`src/rtl/boot_link_pkg.sv`:
```
// rtl/boot_link_pkg.sv - shared sizes and sequencer state encoding for the boot host link
package boot_link_pkg;
   localparam int WORDS  = 64;
   localparam int ADDR_W = 6;
   localparam int DATA_W = 16;
   localparam int BYTE_W = 8;

   typedef enum logic [2:0] {
      IDLE,
      LD_FETCH,
      LD_HI,
      LD_LO,
      SC_HI,
      SC_LO,
      SC_WRITE,
      FINISH
   } state_t;
endpackage

```
`src/rtl/uart_tx_byte.sv`:
```
// rtl/uart_tx_byte.sv - 8N1 byte serializer with go/ready handshake
module uart_tx_byte
   import boot_link_pkg::*;
#(
   parameter int CLKS_PER_BIT = 868
) (
   input  logic              clk,
   input  logic              rst_n,
   input  logic              ce,
   input  logic              go,
   input  logic [BYTE_W-1:0] data,
   output logic              ready,
   output logic              tx
);
   localparam int TW = $clog2(CLKS_PER_BIT);
   localparam logic [TW-1:0] LAST = TW'(CLKS_PER_BIT - 1);

   logic              active;
   logic [TW-1:0]     tmr;
   logic [3:0]        idx;
   logic [BYTE_W:0]   sh;
   logic              bit_end;

   assign bit_end = active && (tmr == LAST);
   // Ready in the last stop-bit cycle too, so a following byte starts with no idle gap.
   assign ready   = !active || (bit_end && idx == 4'd9);

   always_ff @(posedge clk) begin
      if (!rst_n) begin
         active <= 1'b0;
         tmr    <= '0;
         idx    <= '0;
         sh     <= '0;
         tx     <= 1'b1;
      end else if (ce) begin
         if (ready && go) begin
            active <= 1'b1;
            tmr    <= '0;
            idx    <= '0;
            sh     <= {1'b1, data};
            tx     <= 1'b0;
         end else if (bit_end) begin
            tmr <= '0;
            if (idx == 4'd9) begin
               active <= 1'b0;
            end else begin
               tx  <= sh[0];
               sh  <= {1'b1, sh[BYTE_W:1]};
               idx <= idx + 4'd1;
            end
         end else if (active) begin
            tmr <= tmr + TW'(1);
         end
      end
   end
endmodule

```
`src/rtl/boot_host_link.sv`:
```
// rtl/boot_host_link.sv - streams the image ROM to the CPU and captures its memory dump
module boot_host_link
   import boot_link_pkg::*;
#(
   parameter int CLKS_PER_BIT = 868,
   parameter int ADDR_W       = 6,
   parameter int DATA_W       = 16
) (
   input  logic              clk,
   input  logic              rst_n,
   input  logic              ce,
   input  logic              start,
   input  logic              op,
   output logic [ADDR_W-1:0] img_adr,
   input  logic [DATA_W-1:0] img_data,
   output logic              tx,
   input  logic              rx,
   output logic              dump_we,
   output logic [ADDR_W-1:0] dump_adr,
   output logic [DATA_W-1:0] dump_data,
   output logic              busy,
   output logic              done,
   output logic              err
);
   localparam int TW = $clog2(CLKS_PER_BIT);
   localparam logic [TW-1:0]     FULL_LAST = TW'(CLKS_PER_BIT - 1);
   localparam logic [TW-1:0]     HALF_LAST = TW'(CLKS_PER_BIT / 2 - 1);
   localparam logic [ADDR_W-1:0] LAST_WORD = ADDR_W'(WORDS - 1);

   state_t            state;
   logic [ADDR_W-1:0] cnt;
   logic [BYTE_W-1:0] lo_byte, hi_byte, tx_byte, rx_sh;
   logic              tx_go, tx_ready;
   logic              rx_s1, rx_s2, rx_prev, rx_busy, rx_sample, rx_byte_done;
   logic [TW-1:0]     rx_tmr;
   logic [3:0]        rx_idx;

   assign img_adr      = cnt;
   assign tx_go        = (state == LD_FETCH) || (state == LD_HI && tx_ready);
   assign tx_byte      = (state == LD_FETCH) ? img_data[DATA_W-1 -: BYTE_W] : lo_byte;
   assign rx_sample    = rx_busy && (rx_tmr == ((rx_idx == 4'd0) ? HALF_LAST : FULL_LAST));
   assign rx_byte_done = rx_sample && (rx_idx == 4'd9);

   uart_tx_byte #(.CLKS_PER_BIT(CLKS_PER_BIT)) u_tx (
      .clk   (clk),
      .rst_n (rst_n),
      .ce    (ce),
      .go    (tx_go),
      .data  (tx_byte),
      .ready (tx_ready),
      .tx    (tx)
   );

   always_ff @(posedge clk) begin
      if (!rst_n) begin
         state     <= IDLE;
         cnt       <= '0;
         lo_byte   <= '0;
         hi_byte   <= '0;
         busy      <= 1'b0;
         done      <= 1'b0;
         err       <= 1'b0;
         dump_we   <= 1'b0;
         dump_adr  <= '0;
         dump_data <= '0;
         rx_s1     <= 1'b1;
         rx_s2     <= 1'b1;
         rx_prev   <= 1'b1;
         rx_busy   <= 1'b0;
         rx_tmr    <= '0;
         rx_idx    <= '0;
         rx_sh     <= '0;
      end else if (ce) begin
         rx_s1   <= rx;
         rx_s2   <= rx_s1;
         rx_prev <= rx_s2;

         // Receiver runs only during scan; the stop sample flags err but the byte is kept.
         if (state inside {SC_HI, SC_LO, SC_WRITE}) begin
            if (!rx_busy) begin
               if (rx_prev && !rx_s2) begin
                  rx_busy <= 1'b1;
                  rx_tmr  <= '0;
                  rx_idx  <= '0;
               end
            end else if (rx_sample) begin
               rx_tmr <= '0;
               if (rx_idx == 4'd0) begin
                  if (rx_s2) rx_busy <= 1'b0;
                  else       rx_idx  <= 4'd1;
               end else if (rx_idx == 4'd9) begin
                  rx_busy <= 1'b0;
                  if (!rx_s2) err <= 1'b1;
               end else begin
                  rx_sh  <= {rx_s2, rx_sh[BYTE_W-1:1]};
                  rx_idx <= rx_idx + 4'd1;
               end
            end else begin
               rx_tmr <= rx_tmr + TW'(1);
            end
         end else begin
            rx_busy <= 1'b0;
         end

         case (state)
            IDLE: if (start) begin
               busy  <= 1'b1;
               err   <= 1'b0;
               cnt   <= '0;
               state <= op ? SC_HI : LD_FETCH;
            end
            LD_FETCH: begin
               lo_byte <= img_data[BYTE_W-1:0];
               state   <= LD_HI;
            end
            LD_HI: if (tx_ready) state <= LD_LO;
            LD_LO: if (tx_ready) begin
               if (cnt == LAST_WORD) begin
                  state <= FINISH;
                  done  <= 1'b1;
                  busy  <= 1'b0;
               end else begin
                  cnt   <= cnt + ADDR_W'(1);
                  state <= LD_FETCH;
               end
            end
            SC_HI: if (rx_byte_done) begin
               hi_byte <= rx_sh;
               state   <= SC_LO;
            end
            SC_LO: if (rx_byte_done) begin
               dump_we   <= 1'b1;
               dump_adr  <= cnt;
               dump_data <= {hi_byte, rx_sh};
               state     <= SC_WRITE;
            end
            SC_WRITE: begin
               dump_we <= 1'b0;
               if (cnt == LAST_WORD) begin
                  state <= FINISH;
                  done  <= 1'b1;
                  busy  <= 1'b0;
               end else begin
                  cnt   <= cnt + ADDR_W'(1);
                  state <= SC_HI;
               end
            end
            FINISH: begin
               done  <= 1'b0;
               state <= IDLE;
            end
            default: state <= IDLE;
         endcase
      end
   end
endmodule
```
`config.mk`:
```
export PLATFORM = sky130hd
export DESIGN_NAME = boot_host_link
export DESIGN_NICKNAME = d
export VERILOG_FILES = /design/src/rtl/boot_link_pkg.sv /design/src/rtl/uart_tx_byte.sv /design/src/rtl/boot_host_link.sv
export SDC_FILE = /design/constraint.sdc
export NUM_CORES = 1
export LEC_CHECK = 0
export BUFFER_PORTS_ARGS = -buffer_cell sky130_fd_sc_hd__buf_2
export CORE_AREA = 10 10 129 96
export DETAILED_ROUTE_END_ITERATION = 7
export DIE_AREA = 0 0 139 106
export GPL_TIMING_DRIVEN = 0
export PLACE_DENSITY_LB_ADDON = 0.2
export SKIP_LAST_GASP = 1
export SYNTH_ARGS = -nofsm -noshare
export SYNTH_HDL_FRONTEND = slang
export SYNTH_SLANG_ARGS = --single-unit
```
`constraint.sdc`:
```
create_clock -name clk -period 2.07 [get_ports clk]
set_input_delay 0.414 -clock clk [delete_from_list [all_inputs] [get_ports clk]]
set_output_delay 0.414 -clock clk [all_outputs]
set_load 0.1 [all_outputs]
```
==> results of run 1 <==
-- power groups by stage --
| stage | combinational (W) | sequential (W) | clock, W |
|---|---|---|---|
| after floorplan | 0.000427 | 0.00216 | 0 |
| after global placement | 0.000626 | 0.00210 | 0 |
| after detailed placement | 0.000644 | 0.00210 | 0 |
| after CTS | 0.000659 | 0.00205 | 0.00168 |
| after global routing | 0.000763 | 0.00206 | 0.00176 |
| final | 0.000708 | 0.00206 | 0.00164 |
-- per-stage QoR --
stage / hold slack, ps / power (W) / setup TNS, ps / utilization (%) / instances
floorplan: 431 / 0.00258 / 0 / - / 531
detailed placement: 449 / 0.00274 / -16140 / 52.9 / 715
finish: 291 / 0.00441 / -594 / 60.5 / 753
global placement: 439 / 0.00272 / -11340 / 52.9 / 715
global route: 304 / 0.00458 / -4470 / 60.5 / 753
CTS: 286 / 0.00439 / -592 / 58.8 / 746
-- layer usage --
layer | routed length [um] | vias up | GRT usage [%]
met2 | 5910 | 129 | 26.8
met3 | 813 | 17 | 4.27
li1 | - | 2088 | -
met5 | 0 | - | 0
met1 | 6120 | 2013 | 22.5
met4 | 186 | 0 | 4.68
-- cell usage in the layout, fill, tap and decap left out, drive strengths merged, types with 6 or more instances in the layout --
cell type and instances:
or3 7, ha 8, dfxtp 102, buf 81, inv 13, o22ai 8, nand3 6, nand4 15
nor2 66, and3 9, nand2 69, clkbuf 26, a21oi 26, nor3 9, o21ai 14, mux2i 50
mux2 8, xor2 12
-- worst paths after layout --
check,start,slack (ps),to
max,rx_idx[0]$_SDFFE_PN0P_,-50,dump_data[10]$_SDFFE_PN0P_
max reg2reg,rx_idx[0]$_SDFFE_PN0P_,-50,dump_data[10]$_SDFFE_PN0P_
min,rx,290,rx_s1$_SDFFE_PN1P_
min reg2reg,lo_byte[3]$_SDFFE_PN0P_,460,lo_byte[3]$_SDFFE_PN0P_
-- flip-flops by register name, summed over array words and instances (netlist names), 3 cells and up --
| signal | cells |
|---|---|
| u_tx.tmr | 10 |
| lo_byte | 8 |
| u_tx.idx | 4 |
| hi_byte | 8 |
| rx_idx | 4 |
| rx_sh | 8 |
| img_adr | 6 |
| rx_tmr | 10 |
| dump_data | 16 |
| dump_adr | 6 |
| u_tx.sh | 9 |
| state | 3 |
-- kinds of logic after synthesis --
family,synth area share (%)
simple gates,22.7
compound gates,14.3
xor+xnor,3.07
fa+ha+maj,2.07
mux,12.2
buf+inv,3.49
flops,42.1
-- worst min-delay path: stages --
cell and delay [ps]:
buf_2 80, mux2i_1 60, nand2_1 60
-- layout make-up --
class	instances	area (um^2)
Timing Repair Buffer	75	523
Inverter	9	38.8
Multi-Input combinational cell	396	2820
Fill cell	904	3960
Clock buffer	9	225
Tap cell	132	165
Sequential cell	102	2060
Clock inverter	7	61.3
Buffer	23	149
-- timing repair --
item	CTS	global route
buffers inserted	14	7
gates cloned	2	1
pin swaps	11	4
endpoints found under the setup margin	79	74
resized for setup	29	24
==> flow_summary.toml, run 1 <==
[run_status]
status = "complete, but fails checks"
violations_in_the_final_reports = "negative setup slack"

[yosys]
synth_seq_area_share_pct = 42.1
synthesis.area_mm2 = 0.00484
synth_top_area_share_pct = 42.1
synth_nets = 561
synth-main-ff-cell = "dfxtp_1"
synth_edf_count = 0
post_synth_inst_count = 531
synth_area_leader_cell = "dfxtp_1"
post_synth.cell_area_avg_um2 = 9.12
netlist_top_cells_count = "dfxtp_1, nand2_1, nor2_1, mux2i_1, a21oi_1"
post_synth_num_cell_types = 75
synth_async_sr_flop_share_pct = 0
synth_warnings = 0
cells_taking_the_most_area_after_synthesis = "dfxtp_1, mux2i_1, nand2_1, nor2_1, a21oi_1"
most_frequently_used_cell_type_in_the_post_synthesis_netlist = "dfxtp_1"
synth-seq-cells = 102

[global_route]
groute.usage.overall_pct = 16.9
grt-ovfl-total = 0
first_pass_grt_wire_length_um = 21100
grt_max_degree = 20
number_of_antenna_violations_at_the_first_check_in_global_routing = 0
vias_in_the_first_global_route = 4165

[layout]
area_delta_synth_final_pct = 24.9
num_antenna_cells = 0
design_area_mm2 = 0.00605
finalNetCount = 646
layout-drive-gt1-share_pct = 26.4

[sta]
post-route-period-util_pct = 102
hold_viol = 0
setup_slack_ps = -47.5
max_freq_mhz = 472
rsz_0062_raised_after_global_routing = "yes"
final-setup-viol-count = 26
slew_violations = 0
fin_skew_ps = 7.57
timing.max_slew.rel_slack_pct = 30.0
timing_worst_slew_pin_value_ps = 1040
min_period_ps = 2120

[critical_path]
worst_setup_path_end_kind = "flop"
crit_fanout = 6
cp_data_arrival_time_ps = 2340
r2r_cells = 9
start_kind = "flop"
crit_chain = "inv_4 > ha_4 > or3b_4 > nor3_4 > o2111ai_4 > buf_12 > buf_8 > mux2i_1 > nor2_1"
critical_path_depth = 9
crit_path_max_delay_cell_type = "or3b_4"
worst-endpoint-required_ps = 2290
criticalPathCategory = "flop to flop"
critPathTopFamily = "simple AND/OR/NAND/NOR gates"
critical_path.max_stage_delay_ps = 420
cp.buffers_inverters = 3

[power_and_ir_drop]
peakVddDrop_uv = 470
netSwitchingPower_w = 0.00130
power_report.internal_total_w = 0.00310
power.clock.fraction_pct = 37.3
power-per-cell-area_mw_per_mm2 = 728
p_seq_share_pct = 46.6
swShare_pct = 29.6
combPwrFrac_pct = 16.1
leakage_nw = 2.57

[die]
die_w_um = 139
rows = 31
core_area_mm2 = 0.0100
initial_standard_cell_utilization_of_the_core_pct = 48.4
die_height_um = 106
design.die.area_mm2 = 0.0147
floorplan.io_pins = 55

[clock_tree]
cts_buffer_depth = 2
cts_buffers = 9
tritoncts = "built"
cts.hold.buffers_added = 0
tritoncts_num_sinks = 102
cts.clk_slew.worst_paths_ps = 80
cts_htree_levels = 3
worstSkewPairLatency_ps = 350
cts.root.buffer_cell = "clkbuf_16"

[route]
drtAntennaViolNets = 0
vias = 4247
drt-vias-per-instance = 5.64
first_iter_violations = 339
post_route_drc_violation_count = 0
drt_wl_total_um = 13000
detail_route.wl_per_cell_um = 17.3
detailedRoute.firstPassIterationCount = 5

[placement]
place_area_mm2 = 0.00529
port_buffers = 52
dp_slack_ps = -393
post-dp-hpwl_um = 9030
gp_congestion = 0.879

[worst_hold_path]
hp-class = "input port to flop"
min_path_cells = 3

[flow_run]
drv_cap = 0
(Power assumes the default switching activity.)
==> run 2: changes to the inputs <==
CELL_PAD_IN_SITES_DETAIL_PLACEMENT = 0   (was unset)
CELL_PAD_IN_SITES_GLOBAL_PLACEMENT = 1   (was unset)
CORE_AREA = 10 10 143 106   (was 10 10 129 96)
DIE_AREA = 0 0 153 116   (was 0 0 139 106)
==> flow_summary.toml, run 2 (synthesized netlist as in run 1, its figures left out) <==
[sta]
timing.max_slew.rel_slack_pct = 43.8
post-route-period-util_pct = 101
setup_slack_ps = -24.9
slew_violations = 0
min_period_ps = 2090
fin_skew_ps = 7.70
worst_hold_slack_ps = 278
timing_worst_slew_pin_value_ps = 836
final-setup-viol-count = 2
rsz_0062_raised_after_global_routing = "yes"
max_freq_mhz = 477
hold_viol = 0

[power_and_ir_drop]
power.clock.fraction_pct = 38.7
combPwrFrac_pct = 16.1
leakage_nw = 2.57
swShare_pct = 28.7
power_report.internal_total_w = 0.00324
p_seq_share_pct = 45.2
peakVddDrop_uv = 449
netSwitchingPower_w = 0.00130
power-per-cell-area_mw_per_mm2 = 742

[die]
initial_standard_cell_utilization_of_the_core_pct = 39.5
floorplan.io_pins = 55
die_w_um = 153
rows = 34
die_height_um = 116
design.die.area_mm2 = 0.0177
core_area_mm2 = 0.0123

[layout]
mostFrequentLayoutCell = "dfxtp_1"
largest_register = "dump_data"
layout-drive-gt1-share_pct = 26.6
largest_reg_flops = 16
seqCellArea_mm2 = 0.00207
final_cell_mix = "dfxtp_1, nand2_1, nor2_1"
postLayoutCoreUtil_pct = 50.0
layoutNonFillerInstCount = 785
area_delta_synth_final_pct = 26.4
multi_input_combinational_cell_area_mm2 = 0.00281
largestRegisters = "dump_data (16), rx_tmr (10), u_tx.tmr (10)"
num_antenna_cells = 0
finalNetCount = 648
fillerInstances = 1172

[worst_hold_path]
hp-class = "input port to flop"
worstHoldStart = "rx"
min_path_cells = 3
worstHoldEndpoint = "rx_s1$_SDFFE_PN1P_"

[critical_path]
worst_setup_path_end_kind = "flop"
r2r_cells = 7
crit_fanout = 3
worst-endpoint-required_ps = 2320
criticalPathCategory = "flop to flop"
timing.rr.end = "state[0]$_SDFFE_PN0P_"
r2r_setup_slack_ps = -20
start_kind = "flop"
rr_startpoint = "rx_idx[1]$_SDFFE_PN0P_"
cp_data_arrival_time_ps = 2340

[clock_tree]
cts_buffer_depth = 2
worstSkewPairLatency_ps = 350
tritoncts_num_sinks = 102
tritoncts = "built"
cts_htree_levels = 3
cts.clk_slew.worst_paths_ps = 70
cts_buffers = 9
cts.root.buffer_cell = "clkbuf_16"
cts.hold.buffers_added = 0

[global_route]
number_of_antenna_violations_at_the_first_check_in_global_routing = 0
vias_in_the_first_global_route = 3950
groute.usage.overall_pct = 14.4
grt-ovfl-total = 0
grt_max_degree = 19
first_pass_grt_wire_length_um = 20800

[placement]
placed_cells = 745
post-dp-hpwl_um = 9210
gp_congestion = 0.834
port_buffers = 52

[route]
vias = 4130
detailedRoute.firstPassIterationCount = 4
drt-vias-per-instance = 5.26
post_route_drc_violation_count = 0
drt_wl_total_um = 12900
detail_route.wl_per_cell_um = 16.5
drtAntennaViolNets = 0
first_iter_violations = 169

[run_status]
violations_in_the_final_reports = "negative setup slack"
status = "complete, but fails checks"

[flow_run]
drv_cap = 0
==> run 2: cell types whose count changed in the layout (fill, tap and decap cells not counted), sizes merged <==
cell | previous run | this run
buf | 81 | 84
clkinvlp | 0 | 2
inv | 13 | 11
bufinv | 0 | 1
clkbuf | 26 | 25
clkinv | 3 | 2
==> run 2: how the worst max path moves through the flow <==
stage,from,to,slack [ps],cells after the start
global placement,rx_idx[1]$_SDFFE_PN0P_,dump_data[15]$_SDFFE_PN0P_,-330,8
CTS,rx_idx[1]$_SDFFE_PN0P_,rx_idx[0]$_SDFFE_PN0P_,-3,7
floorplan,rx_idx[1]$_SDFFE_PN0P_,rx_idx[2]$_SDFFE_PN0P_,20,7
detailed placement,rx_idx[1]$_SDFFE_PN0P_,dump_data[8]$_SDFFE_PN0P_,-400,8
finish,rx_idx[1]$_SDFFE_PN0P_,state[0]$_SDFFE_PN0P_,-20,7
global route,rx_idx[1]$_SDFFE_PN0P_,dump_adr[5]$_SDFFE_PN0P_,-70,9
==> run 2: metal layers <==
layer	routed length [um]	up-vias	GRT usage [%]
li1	-	2092	-
met1	6780	1930	20.4
met2	5270	95	20.6
met3	709	13	4.29
met4	157	0	4.12
met5	0	-	0
==> run 2: metrics by stage <==
step                      setup TNS, ps  setup slack [ps]  total power (W)  cell area [um^2]
after detailed placement         -17930              -395          0.00275              5330
final                             -33.6             -24.9          0.00454              6120
after CTS                         -3.19             -3.19          0.00456              5940
after global routing              -1290             -72.9          0.00475              6120
after floorplan                       0              18.7          0.00258              4870
after global placement           -14350              -328          0.00274              5330
==> run 2: area by class of cell <==
type,count,share of cell area [%]
clock inverter,7,1.33
timing repair buffer,76,8.70
multi-input combinational,396,45.9
tap,162,3.31
sequential,102,33.8
clock buffer,9,3.68
inverter,9,0.633
buffer,24,2.70
==> run 2: power groups by stage <==
| stage | logic [W] | clock network, W | registers (W) |
|---|---|---|---|
| after floorplan | 0.000427 | 0 | 0.00216 |
| after global placement | 0.000642 | 0 | 0.00210 |
| after detailed placement | 0.000647 | 0 | 0.00210 |
| after CTS | 0.000696 | 0.00181 | 0.00205 |
| after global routing | 0.000797 | 0.00189 | 0.00206 |
| final | 0.000730 | 0.00176 | 0.00206 |
==> run 2: worst max-delay path, cell delays in order (launching register included) <==
cell	delay [ps]
dfxtp_4	360
inv_4	70
ha_4	140
nor3b_2	370
nor3_2	150
o2111ai_1	400
nand2_1	150
a221o_1	350
==> run 2: what timing repair did <==
item,in CTS,in global routing
setup buffers,14,8
setup endpoints to repair,79,81
gates resized for setup,32,25
gates cloned,2,0
pin swaps,10,11
